## src/rtl/tinyalu_arbiter_if.sv

```systemverilog
// Requester and TinyALU pin bundle for tinyalu_arbiter.
// The slave modport is the arbiter side; the master modport is the requester/ALU environment side.
interface tinyalu_arbiter_if #(
  parameter int NUM_REQ = 4
);
  logic [NUM_REQ-1:0]   req_valid;
  logic [NUM_REQ-1:0]   req_ready;
  logic [8*NUM_REQ-1:0] req_a;
  logic [8*NUM_REQ-1:0] req_b;
  logic [3*NUM_REQ-1:0] req_op;
  logic [NUM_REQ-1:0]   rsp_valid;
  logic [15:0]          rsp_result;
  logic                 rsp_err;
  logic                 busy;
  logic [7:0]           alu_a;
  logic [7:0]           alu_b;
  logic [2:0]           alu_op;
  logic                 alu_start;
  logic                 alu_reset_n;
  logic                 alu_done;
  logic [15:0]          alu_result;

  modport slave (
    input  req_valid, req_a, req_b, req_op, alu_done, alu_result,
    output req_ready, rsp_valid, rsp_result, rsp_err, busy,
           alu_a, alu_b, alu_op, alu_start, alu_reset_n
  );

  modport master (
    output req_valid, req_a, req_b, req_op, alu_done, alu_result,
    input  req_ready, rsp_valid, rsp_result, rsp_err, busy,
           alu_a, alu_b, alu_op, alu_start, alu_reset_n
  );
endinterface

```

## src/rtl/tinyalu_arbiter.sv

```systemverilog
// Round-robin arbiter sharing one TinyALU between NUM_REQ requesters.
// Optional macro TINYALU_ARB_TIMEOUT_EN adds a WAIT_DONE watchdog that resets the ALU and reports an error.
module tinyalu_arbiter #(
  parameter int NUM_REQ        = 4,
  parameter int TIMEOUT_CYCLES = 64
) (
  input  logic               clk,
  input  logic               reset,
  tinyalu_arbiter_if.slave   bus
);
  localparam int IDW = $clog2(NUM_REQ);

  localparam logic [2:0] OP_NOP = 3'b000;
  localparam logic [2:0] OP_ADD = 3'b001;
  localparam logic [2:0] OP_AND = 3'b010;
  localparam logic [2:0] OP_XOR = 3'b011;
  localparam logic [2:0] OP_MUL = 3'b100;
  localparam logic [2:0] OP_RST = 3'b111;

  if (NUM_REQ < 2 || NUM_REQ > 8 || TIMEOUT_CYCLES < 1) begin : g_param_check
    $error("tinyalu_arbiter: NUM_REQ must be 2..8 and TIMEOUT_CYCLES at least 1");
  end

  typedef enum logic [2:0] {
    IDLE,
    ISSUE,
    WAIT_DONE,
    RST_ALU,
    RESPOND
  } state_t;

  state_t             r_state;
  logic [IDW-1:0]     r_ptr;
  logic [IDW-1:0]     r_id;
  logic [7:0]         r_a;
  logic [7:0]         r_b;
  logic [2:0]         r_op;
  logic               r_rst_cnt;
  logic               r_err_pend;

  logic [NUM_REQ-1:0] r_req_ready;
  logic [NUM_REQ-1:0] r_rsp_valid;
  logic [15:0]        r_rsp_result;
  logic               r_rsp_err;
  logic               r_busy;
  logic [7:0]         r_alu_a;
  logic [7:0]         r_alu_b;
  logic [2:0]         r_alu_op;
  logic               r_alu_start;
  logic               r_alu_reset_n;

`ifdef TINYALU_ARB_TIMEOUT_EN
  localparam int TOW = $clog2(TIMEOUT_CYCLES + 1);
  logic [TOW-1:0]     r_to_cnt;
`endif

  logic               w_found;
  logic [IDW-1:0]     w_winner;
  logic [7:0]         w_sel_a;
  logic [7:0]         w_sel_b;
  logic [2:0]         w_sel_op;

  // First valid requester at or above the pointer, wrapping, plus its operands.
  always_comb begin
    w_found  = 1'b0;
    w_winner = '0;
    for (int k = 0; k < NUM_REQ; k++) begin
      if (!w_found && bus.req_valid[IDW'((int'(r_ptr) + k) % NUM_REQ)]) begin
        w_found  = 1'b1;
        w_winner = IDW'((int'(r_ptr) + k) % NUM_REQ);
      end
    end
    w_sel_a  = '0;
    w_sel_b  = '0;
    w_sel_op = '0;
    for (int i = 0; i < NUM_REQ; i++) begin
      if (w_winner == IDW'(i)) begin
        w_sel_a  = bus.req_a[8*i +: 8];
        w_sel_b  = bus.req_b[8*i +: 8];
        w_sel_op = bus.req_op[3*i +: 3];
      end
    end
  end

  // Response outputs are loaded on the edge that enters RESPOND, so rsp_valid is high during RESPOND.
  always_ff @(posedge clk) begin
    if (reset) begin
      r_state       <= IDLE;
      r_ptr         <= '0;
      r_id          <= '0;
      r_a           <= '0;
      r_b           <= '0;
      r_op          <= '0;
      r_rst_cnt     <= 1'b0;
      r_err_pend    <= 1'b0;
      r_req_ready   <= '0;
      r_rsp_valid   <= '0;
      r_rsp_result  <= '0;
      r_rsp_err     <= 1'b0;
      r_busy        <= 1'b0;
      r_alu_a       <= '0;
      r_alu_b       <= '0;
      r_alu_op      <= '0;
      r_alu_start   <= 1'b0;
      r_alu_reset_n <= 1'b0;
`ifdef TINYALU_ARB_TIMEOUT_EN
      r_to_cnt      <= '0;
`endif
    end else begin
      r_req_ready   <= '0;
      r_rsp_valid   <= '0;
      r_alu_reset_n <= 1'b1;
      case (r_state)
        IDLE: begin
          if (w_found) begin
            r_req_ready[w_winner] <= 1'b1;
            r_id    <= w_winner;
            r_a     <= w_sel_a;
            r_b     <= w_sel_b;
            r_op    <= w_sel_op;
            r_busy  <= 1'b1;
            r_state <= ISSUE;
          end
        end
        ISSUE: begin
          case (r_op)
            OP_ADD, OP_AND, OP_XOR, OP_MUL: begin
              r_alu_a     <= r_a;
              r_alu_b     <= r_b;
              r_alu_op    <= r_op;
              r_alu_start <= 1'b1;
`ifdef TINYALU_ARB_TIMEOUT_EN
              r_to_cnt    <= '0;
`endif
              r_state     <= WAIT_DONE;
            end
            OP_NOP: begin
              r_alu_a            <= r_a;
              r_alu_b            <= r_b;
              r_alu_op           <= r_op;
              r_alu_start        <= 1'b1;
              r_rsp_valid[r_id]  <= 1'b1;
              r_rsp_result       <= '0;
              r_rsp_err          <= 1'b0;
              r_state            <= RESPOND;
            end
            OP_RST: begin
              r_alu_start   <= 1'b0;
              r_alu_op      <= OP_RST;
              r_alu_reset_n <= 1'b0;
              r_rst_cnt     <= 1'b0;
              r_err_pend    <= 1'b0;
              r_state       <= RST_ALU;
            end
            default: begin
              r_rsp_valid[r_id] <= 1'b1;
              r_rsp_result      <= '0;
              r_rsp_err         <= 1'b1;
              r_state           <= RESPOND;
            end
          endcase
        end
        WAIT_DONE: begin
          if (bus.alu_done) begin
            r_alu_start       <= 1'b0;
            r_rsp_valid[r_id] <= 1'b1;
            r_rsp_result      <= bus.alu_result;
            r_rsp_err         <= 1'b0;
            r_state           <= RESPOND;
          end
`ifdef TINYALU_ARB_TIMEOUT_EN
          else if (r_to_cnt == TOW'(TIMEOUT_CYCLES - 1)) begin
            r_alu_start   <= 1'b0;
            r_alu_reset_n <= 1'b0;
            r_rst_cnt     <= 1'b0;
            r_err_pend    <= 1'b1;
            r_state       <= RST_ALU;
          end else begin
            r_to_cnt <= r_to_cnt + 1'b1;
          end
`endif
        end
        RST_ALU: begin
          if (!r_rst_cnt) begin
            r_alu_reset_n <= 1'b0;
            r_rst_cnt     <= 1'b1;
          end else begin
            r_rsp_valid[r_id] <= 1'b1;
            r_rsp_result      <= '0;
            r_rsp_err         <= r_err_pend;
            r_state           <= RESPOND;
          end
        end
        RESPOND: begin
          r_alu_start <= 1'b0;
          r_busy      <= 1'b0;
          r_ptr       <= (r_id == IDW'(NUM_REQ - 1)) ? '0 : r_id + 1'b1;
          r_state     <= IDLE;
        end
        default: r_state <= IDLE;
      endcase
    end
  end

  assign bus.req_ready   = r_req_ready;
  assign bus.rsp_valid   = r_rsp_valid;
  assign bus.rsp_result  = r_rsp_result;
  assign bus.rsp_err     = r_rsp_err;
  assign bus.busy        = r_busy;
  assign bus.alu_a       = r_alu_a;
  assign bus.alu_b       = r_alu_b;
  assign bus.alu_op      = r_alu_op;
  assign bus.alu_start   = r_alu_start;
  assign bus.alu_reset_n = r_alu_reset_n;
endmodule

```

## src/flat_wrapper.sv

```systemverilog
// flat-port wrapper written by rule: the top's interface ports become plain ports
module tinyalu_arbiter_flat 
#(
  parameter int NUM_REQ        = 4,
  parameter int TIMEOUT_CYCLES = 64
)
  (clk, reset, bus_req_valid, bus_req_a, bus_req_b, bus_req_op, bus_alu_done, bus_alu_result, bus_req_ready, bus_rsp_valid, bus_rsp_result, bus_rsp_err, bus_busy, bus_alu_a, bus_alu_b, bus_alu_op, bus_alu_start, bus_alu_reset_n);
  tinyalu_arbiter_if #(.NUM_REQ(NUM_REQ)) bus_i ();
  input  logic clk;
  input  logic reset;
  input wire logic [$bits(bus_i.req_valid)-1:0] bus_req_valid;
  input wire logic [$bits(bus_i.req_a)-1:0] bus_req_a;
  input wire logic [$bits(bus_i.req_b)-1:0] bus_req_b;
  input wire logic [$bits(bus_i.req_op)-1:0] bus_req_op;
  input wire logic [$bits(bus_i.alu_done)-1:0] bus_alu_done;
  input wire logic [$bits(bus_i.alu_result)-1:0] bus_alu_result;
  output wire logic [$bits(bus_i.req_ready)-1:0] bus_req_ready;
  output wire logic [$bits(bus_i.rsp_valid)-1:0] bus_rsp_valid;
  output wire logic [$bits(bus_i.rsp_result)-1:0] bus_rsp_result;
  output wire logic [$bits(bus_i.rsp_err)-1:0] bus_rsp_err;
  output wire logic [$bits(bus_i.busy)-1:0] bus_busy;
  output wire logic [$bits(bus_i.alu_a)-1:0] bus_alu_a;
  output wire logic [$bits(bus_i.alu_b)-1:0] bus_alu_b;
  output wire logic [$bits(bus_i.alu_op)-1:0] bus_alu_op;
  output wire logic [$bits(bus_i.alu_start)-1:0] bus_alu_start;
  output wire logic [$bits(bus_i.alu_reset_n)-1:0] bus_alu_reset_n;
  assign bus_i.req_valid = bus_req_valid;
  assign bus_i.req_a = bus_req_a;
  assign bus_i.req_b = bus_req_b;
  assign bus_i.req_op = bus_req_op;
  assign bus_i.alu_done = bus_alu_done;
  assign bus_i.alu_result = bus_alu_result;
  assign bus_req_ready = bus_i.req_ready;
  assign bus_rsp_valid = bus_i.rsp_valid;
  assign bus_rsp_result = bus_i.rsp_result;
  assign bus_rsp_err = bus_i.rsp_err;
  assign bus_busy = bus_i.busy;
  assign bus_alu_a = bus_i.alu_a;
  assign bus_alu_b = bus_i.alu_b;
  assign bus_alu_op = bus_i.alu_op;
  assign bus_alu_start = bus_i.alu_start;
  assign bus_alu_reset_n = bus_i.alu_reset_n;
  tinyalu_arbiter #(.NUM_REQ(NUM_REQ), .TIMEOUT_CYCLES(TIMEOUT_CYCLES)) u_core (.clk(clk), .reset(reset), .bus(bus_i));
endmodule
```

## config.mk

```make
export PLATFORM = sky130hd
export DESIGN_NAME = tinyalu_arbiter_flat
export DESIGN_NICKNAME = d
export VERILOG_FILES = /design/src/rtl/tinyalu_arbiter_if.sv /design/src/rtl/tinyalu_arbiter.sv /design/src/flat_wrapper.sv
export SDC_FILE = /design/constraint.sdc
export NUM_CORES = 1
export LEC_CHECK = 0
export CAP_MARGIN = 30
export CORE_ASPECT_RATIO = 0.5
export CORE_MARGIN = 1
export CORE_UTILIZATION = 42
export DETAILED_ROUTE_END_ITERATION = 16
export MAX_ROUTING_LAYER = met4
export PLACE_DENSITY = 0.81
export REMOVE_ABC_BUFFERS = 1
export SYNTH_ARGS = -nofsm -noshare
export SYNTH_HDL_FRONTEND = slang
export SYNTH_SLANG_ARGS = --single-unit
```

## constraint.sdc

```tcl
create_clock -name clk -period 3.1 [get_ports clk]
set_input_delay 0.775 -clock clk [delete_from_list [all_inputs] [get_ports clk]]
set_output_delay 0.775 -clock clk [all_outputs]
set_load 0.02 [all_outputs]
```

==> metrics.cfg <==
[logic_synthesis]
yosys.area_share.simple=0.2691
synth_compound_area_frac=0.2147
syn_area_um2=3403
async_flop_share=0
synth_top_family_by_area=simple AND/OR/NAND/NOR gates
yosysMostFrequentCell=dfxtp_1
synth-seq-area-share=0.4353
yosysWarnings=0
synth_mux_area_frac=0.01838
syn_avg_cell_area_um2=8.572
synth-xor-area-share=0.002574
synth_cells=397
synthAdderAreaFrac=0.01471
ys_types=42
synth_edf_count=0
synth_ff_type=dfxtp_1
synth_seq_cells=74
synth_common_cells=74 x dfxtp_1, 52 x nand2_1, 27 x and3_1, 25 x a21oi_1, 25 x o21ai_0
synth_top_area_frac=0.4353
synth_top_area_cell=dfxtp_1
synth_area_leaders=dfxtp_1 44%, nand2_1 5.7%, and3_1 5.0%

[setup_path]
worstPathRequired_ns=3.31
start_kind=input port
worstPathArrival_ns=3.07
crit_fanout=18
end_kind=register
path_class=input port to register

[timing]
max_slew_margin=0.3601
worst_slew_pin_slew_ns=0.9557
fin_crit_ns=2.858
final_hold_viol_count=0
skew_ns=0.004173
worst_hold_slack_ns=0.4487
setup_viol=0
period_share=0.9219
rsz0062_at_grt=no
setup_slack_ns=0.2420
slew_violations=0
fmax_ghz=0.3499

[cells_and_area]
diodes=0
utilization=0.6955
drive_above_1_share=0.08640
syn2layout_area_growth_pct=54.71
finalNonFillerCells=652
final_area_um2=5265
nets=643
fill_cells=628

[floorplanning]
die_y_um=65.65
pin_count=146
start_util=0.4496
die-area_um2=8489
fp.dieW_um=129.3
rows=22
coreArea_um2=7570

[placement]
place_congestion=0.8354
dpl_cell_area_um2=5012
port_buffers=145
place_ws_ns=-0.08585
dpl.hpwl_mm=6.715
dp.cells=637

[global_routing]
grt_remaining_overflow=0
grt_pass1_vias=3191
grt_pass1_wl_mm=15.52
track_usage=0.2457
grt_max_degree=55
antenna_found_initial=0

[drt]
drt_first_pass_iters=5
finalWirelength_mm=9.737
vias=3457
postRouteAntennaNets=0
drc=0
wl_per_cell_um=14.93
drt_iter0_drc=234
via_per_inst=5.302

[clock_network]
clockBufferDepth=2
h-tree-depth=3
cts_post_setup_buffers_inserted=0
post_cts_resize_count=0
insertion_delay_ns=0.33
clkTransAtPathRegs_ns=0.05
clock-sinks=74
numCtsBuffers=9
cts_hold_buffers=0
clockRootBuffer=clkbuf_16
tritoncts=yes

[power]
p_per_area_nw_per_um2=708.5
ir_worst_vdd_mv=0.3434
p_leak_nw=2.050

[worst_hold_path]
hold_path_class=register to register

[job]
maxCapViolCount=0

[outcome]
status=completed

-- cell usage in the layout (no fill, tap or decap), types with 2 or more instances in the layout --
cell,count
a2111o_1,13
a21oi_1,24
a32o_1,13
a32oi_1,5
and3_1,27
buf_4,16
clkbuf_1,2
clkbuf_16,9
clkdlybuf4s50_1,144
clkinv_2,4
dfxtp_1,74
ha_1,4
inv_1,4
mux2i_1,4
nand2_1,52
nand2b_1,4
nand3_1,18
nand4_1,5
nor2_1,15
nor2b_1,23
nor3_1,7
nor3_2,2
nor3b_1,5
nor4b_1,2
o21ai_0,25
o21ai_1,15
o21ba_2,2
o22ai_1,2
or2_1,2
or2_2,3
-- flip-flops by register name (all words and copies together) (netlist names), 2 cells and up --
register	count
u_core.bus.alu_a	8
u_core.bus.alu_b	8
u_core.bus.alu_op	3
u_core.bus.req_ready	4
u_core.bus.rsp_result	16
u_core.bus.rsp_valid	4
u_core.r_a	8
u_core.r_b	8
u_core.r_id	2
u_core.r_op	3
u_core.r_ptr	2
u_core.r_state	3
-- worst paths after layout --
check                                                 start                                     end  slack [ns]  cells past startpoint
worst max-delay path                       bus_req_valid[0]              u_core.r_a[3]$_SDFFE_PP0N_        0.24                      6
worst min-delay path             u_core.r_a[4]$_SDFFE_PP0N_        u_core.bus.alu_a[4]$_SDFFE_PP0P_        0.45                      2
worst max register to register  u_core.r_op[0]$_SDFFE_PP0N_  u_core.bus.rsp_result[15]$_SDFFE_PP0P_        0.86                      6
worst min register to register   u_core.r_a[4]$_SDFFE_PP0N_        u_core.bus.alu_a[4]$_SDFFE_PP0P_        0.45                      2
-- area by class of cell --
type,count,area [um^2],share of cell area
sequential,74,1481,0.2814
tap,108,135.1,0.02567
clock inverter,4,20.02,0.003802
multi-input combinational,288,1779,0.3379
clock buffer,11,232.7,0.04420
inverter,4,15.01,0.002852
timing repair buffer,163,1602,0.3042
-- logic make-up after synthesis --
group / count (synthesis)
buf+inv: 35
fa+ha+maj: 4
compound gates: 105
flops: 74
xor+xnor: 1
mux: 6
simple gates: 172
-- stage by stage --
stage	setup TNS (ns)	power, W
global placement	-1.483	0.002786
CTS	0	0.003751
detailed placement	-0.9519	0.002828
floorplan	0	0.002147
global route	0	0.003960
finish	0	0.003730
-- worst max-delay path, cell delays in order --
cell and delay, ns:
clkdlybuf4s50_1 0.46, or4_1 0.60, nand3b_4 0.15, and4b_1 0.43
and3_1 0.30, a2111o_1 0.35
-- metal layers --
metal,routed length [um],GRT usage
met1,4387,0.2971
met2,4567,0.4005
met3,631,0.06596
met4,151,0.08088
met5,0,-
-- report_power, final --
part / switching, W / total [W] / internal [W]
Clock: 0.000381 / 0.000912 / 0.000531
Combinational: 0.000817 / 0.00148 / 0.000665
Sequential: 0.000160 / 0.00134 / 0.00118
Power figures use the tool's default switching activity.
==> patch, RTL diff (same settings) <==
Encoding of `state_t`: now one-hot (5 bits for 5 states).
--- a/src/rtl/tinyalu_arbiter.sv
+++ b/src/rtl/tinyalu_arbiter.sv
@@ -21,12 +21,12 @@
     $error("tinyalu_arbiter: NUM_REQ must be 2..8 and TIMEOUT_CYCLES at least 1");
   end
 
-  typedef enum logic [2:0] {
-    IDLE,
-    ISSUE,
-    WAIT_DONE,
-    RST_ALU,
-    RESPOND
+  typedef enum logic [4:0] {
+    IDLE      = 5'b00001,
+    ISSUE     = 5'b00010,
+    WAIT_DONE = 5'b00100,
+    RST_ALU   = 5'b01000,
+    RESPOND   = 5'b10000
   } state_t;
 
   state_t             r_state;
Formal check against the unedited RTL: same outputs for any inputs over 4 cycles, from zero or initial values and one cycle with reset high; so few cycles prove little.
==> patch against the original RTL <==
Worst setup slack improved by 0.20 ns; routed wire length decreased by 13%; fmax increased by 7.7%; utilization decreased by 0.93 points; largest cell class unchanged; critical endpoint is now u_core.r_a[7]$_SDFFE_PP0N_; sequential cell count increased by 2; design area decreased by 3.5%; count of clock-buffer cells in the layout decreased by 1; via count decreased by 13%; synthesized area decreased by 4.4%; clock skew increased by 0.0017 ns; critical path depth unchanged; global-route usage decreased by 2.4 points.
Power is not compared: it rests on default switching activity, and its combinational part moved more than twofold at a synthesized area within 25%.
==> patch: results <==
export IMPL_relSlewSlack_pct=50.6
export IMPL_fin_skew_ns=0.00592
export IMPL_grt_util_all_layers_pct=22.1
export IMPL_dp_hpwl_um=5970
export IMPL_status="complete, no violations"
export IMPL_crit_arrival_ns=2.85
export IMPL_grt_pass1_wl_um=13500
export IMPL_slowest_delay_ns=0.58
export IMPL_grt_max_degree=42
export IMPL_drt_iter0_markers=141
export IMPL_layout_drive_gt1_share_pct=7.02
export IMPL_cts_root_buffer="clkbuf_16"
export IMPL_place_gp_congestion=0.804
export IMPL_cts_buffer_depth=2
export IMPL_fillers=577
export IMPL_yosysSeqAreaShare_pct=46.8
export IMPL_postSynthCellCount=337
export IMPL_yosys_top_cells_area="dfxtp_1 (47%), mux2i_1 (13%), nand2_1 (6.3%)"
export IMPL_grt_pass1_vias=2872
export IMPL_avgViaCountPerCell=5.17
export IMPL_via_count=2996
export IMPL_ys_types=43
export IMPL_fin_nets=582
export IMPL_antenna_found_initial=0
export IMPL_synth_commonest_cells="dfxtp_1 (76), nand2_1 (55), mux2i_1 (43)"
export IMPL_r2r_end="u_core.r_op[1]$_SDFFE_PP0N_"
export IMPL_rrSetupSlack_ns=1.11
export IMPL_wl_per_cell_um=14.6
export IMPL_r2r_start="u_core.r_ptr[1]$_SDFFE_PP0P_"
export IMPL_dp_cells=564
export IMPL_drt_pass1_iterations=4
export IMPL_cpMaxStageDelayCell="or4_4"
export IMPL_endpoint="u_core.r_a[7]$_SDFFE_PP0N_"
export IMPL_critPathMaxFanout=21
==> patch: cell types whose count changed in the layout (fill, tap and decap cells not counted), sizes merged, moves of 16 or more <==
cell and delta:
and3 -26, a22o +16, mux2i +39, o221ai +19, o21ai -34, nor2b -20, nand3 -16
==> patch: layer usage <==
layer  part of all wire, %  GRT usage (%)
met1                    44           24.9
met2                    50           38.1
met3                   4.9           6.37
met4                   1.5           7.68
met5                     0              -
==> patch: per-stage QoR <==
| stage | total power (W) | worst slack, ns | hold WS (ns) | util (%) | cell area (µm²) |
|---|---|---|---|---|---|
| detailed placement | 0.00168 | 0.101 | 0.442 | 64.6 | 4780 |
| finish | 0.00271 | 0.446 | 0.443 | 68.6 | 5080 |
| global placement | 0.00166 | 0.164 | 0.440 | 64.6 | 4780 |
| CTS | 0.00273 | 0.451 | 0.444 | 68.6 | 5080 |
| floorplan | 0.00142 | -0.953 | 0.426 | - | 3150 |
| global route | 0.00283 | 0.341 | 0.461 | 68.6 | 5080 |
==> patch: cells by family (layout without fill, tap and decap cells) <==
logic type      after synthesis  count (layout)  synth area share, %
mux                          43              43                 13.2
simple gates                119             119                 18.5
xor+xnor                      1               1                0.269
buf+inv                      25             172                 3.73
fa+ha+maj                     4               4                 1.54
flops                        76              76                 46.8
compound gates               69              69                 15.9
==> patch: worst min-delay path by stage <==
stage                                     startpoint                               end  depth (start not counted)
after floorplan           u_core.r_a[0]$_SDFFE_PP0N_  u_core.bus.alu_a[0]$_SDFFE_PP0P_                          2
after CTS                 u_core.r_b[0]$_SDFFE_PP0N_  u_core.bus.alu_b[0]$_SDFFE_PP0P_                          2
after detailed placement  u_core.r_b[0]$_SDFFE_PP0N_  u_core.bus.alu_b[0]$_SDFFE_PP0P_                          2
after global routing      u_core.r_b[0]$_SDFFE_PP0N_  u_core.bus.alu_b[0]$_SDFFE_PP0P_                          2
after global placement    u_core.r_b[0]$_SDFFE_PP0N_  u_core.bus.alu_b[0]$_SDFFE_PP0P_                          2
final                     u_core.r_b[0]$_SDFFE_PP0N_  u_core.bus.alu_b[0]$_SDFFE_PP0P_                          2
==> patch: power groups by stage <==
stage / combinational [W] / clock [W] / sequential (W)
2_1_floorplan: 0.000256 / 0 / 0.00116
3_3_place_gp: 0.000522 / 0 / 0.00114
3_5_place_dp: 0.000533 / 0 / 0.00114
4_1_cts: 0.000538 / 0.00106 / 0.00113
5_1_grt: 0.000579 / 0.00111 / 0.00114
6_report: 0.000532 / 0.00105 / 0.00113
==> patch: layout make-up <==
type | instances | share of cell area, %
flip-flops and latches | 76 | 29.9
inverters | 6 | 0.443
well taps | 96 | 2.36
clock inverters | 6 | 1.40
repair buffers | 150 | 29.5
clock buffers | 10 | 4.51
multi-input cells | 236 | 31.9
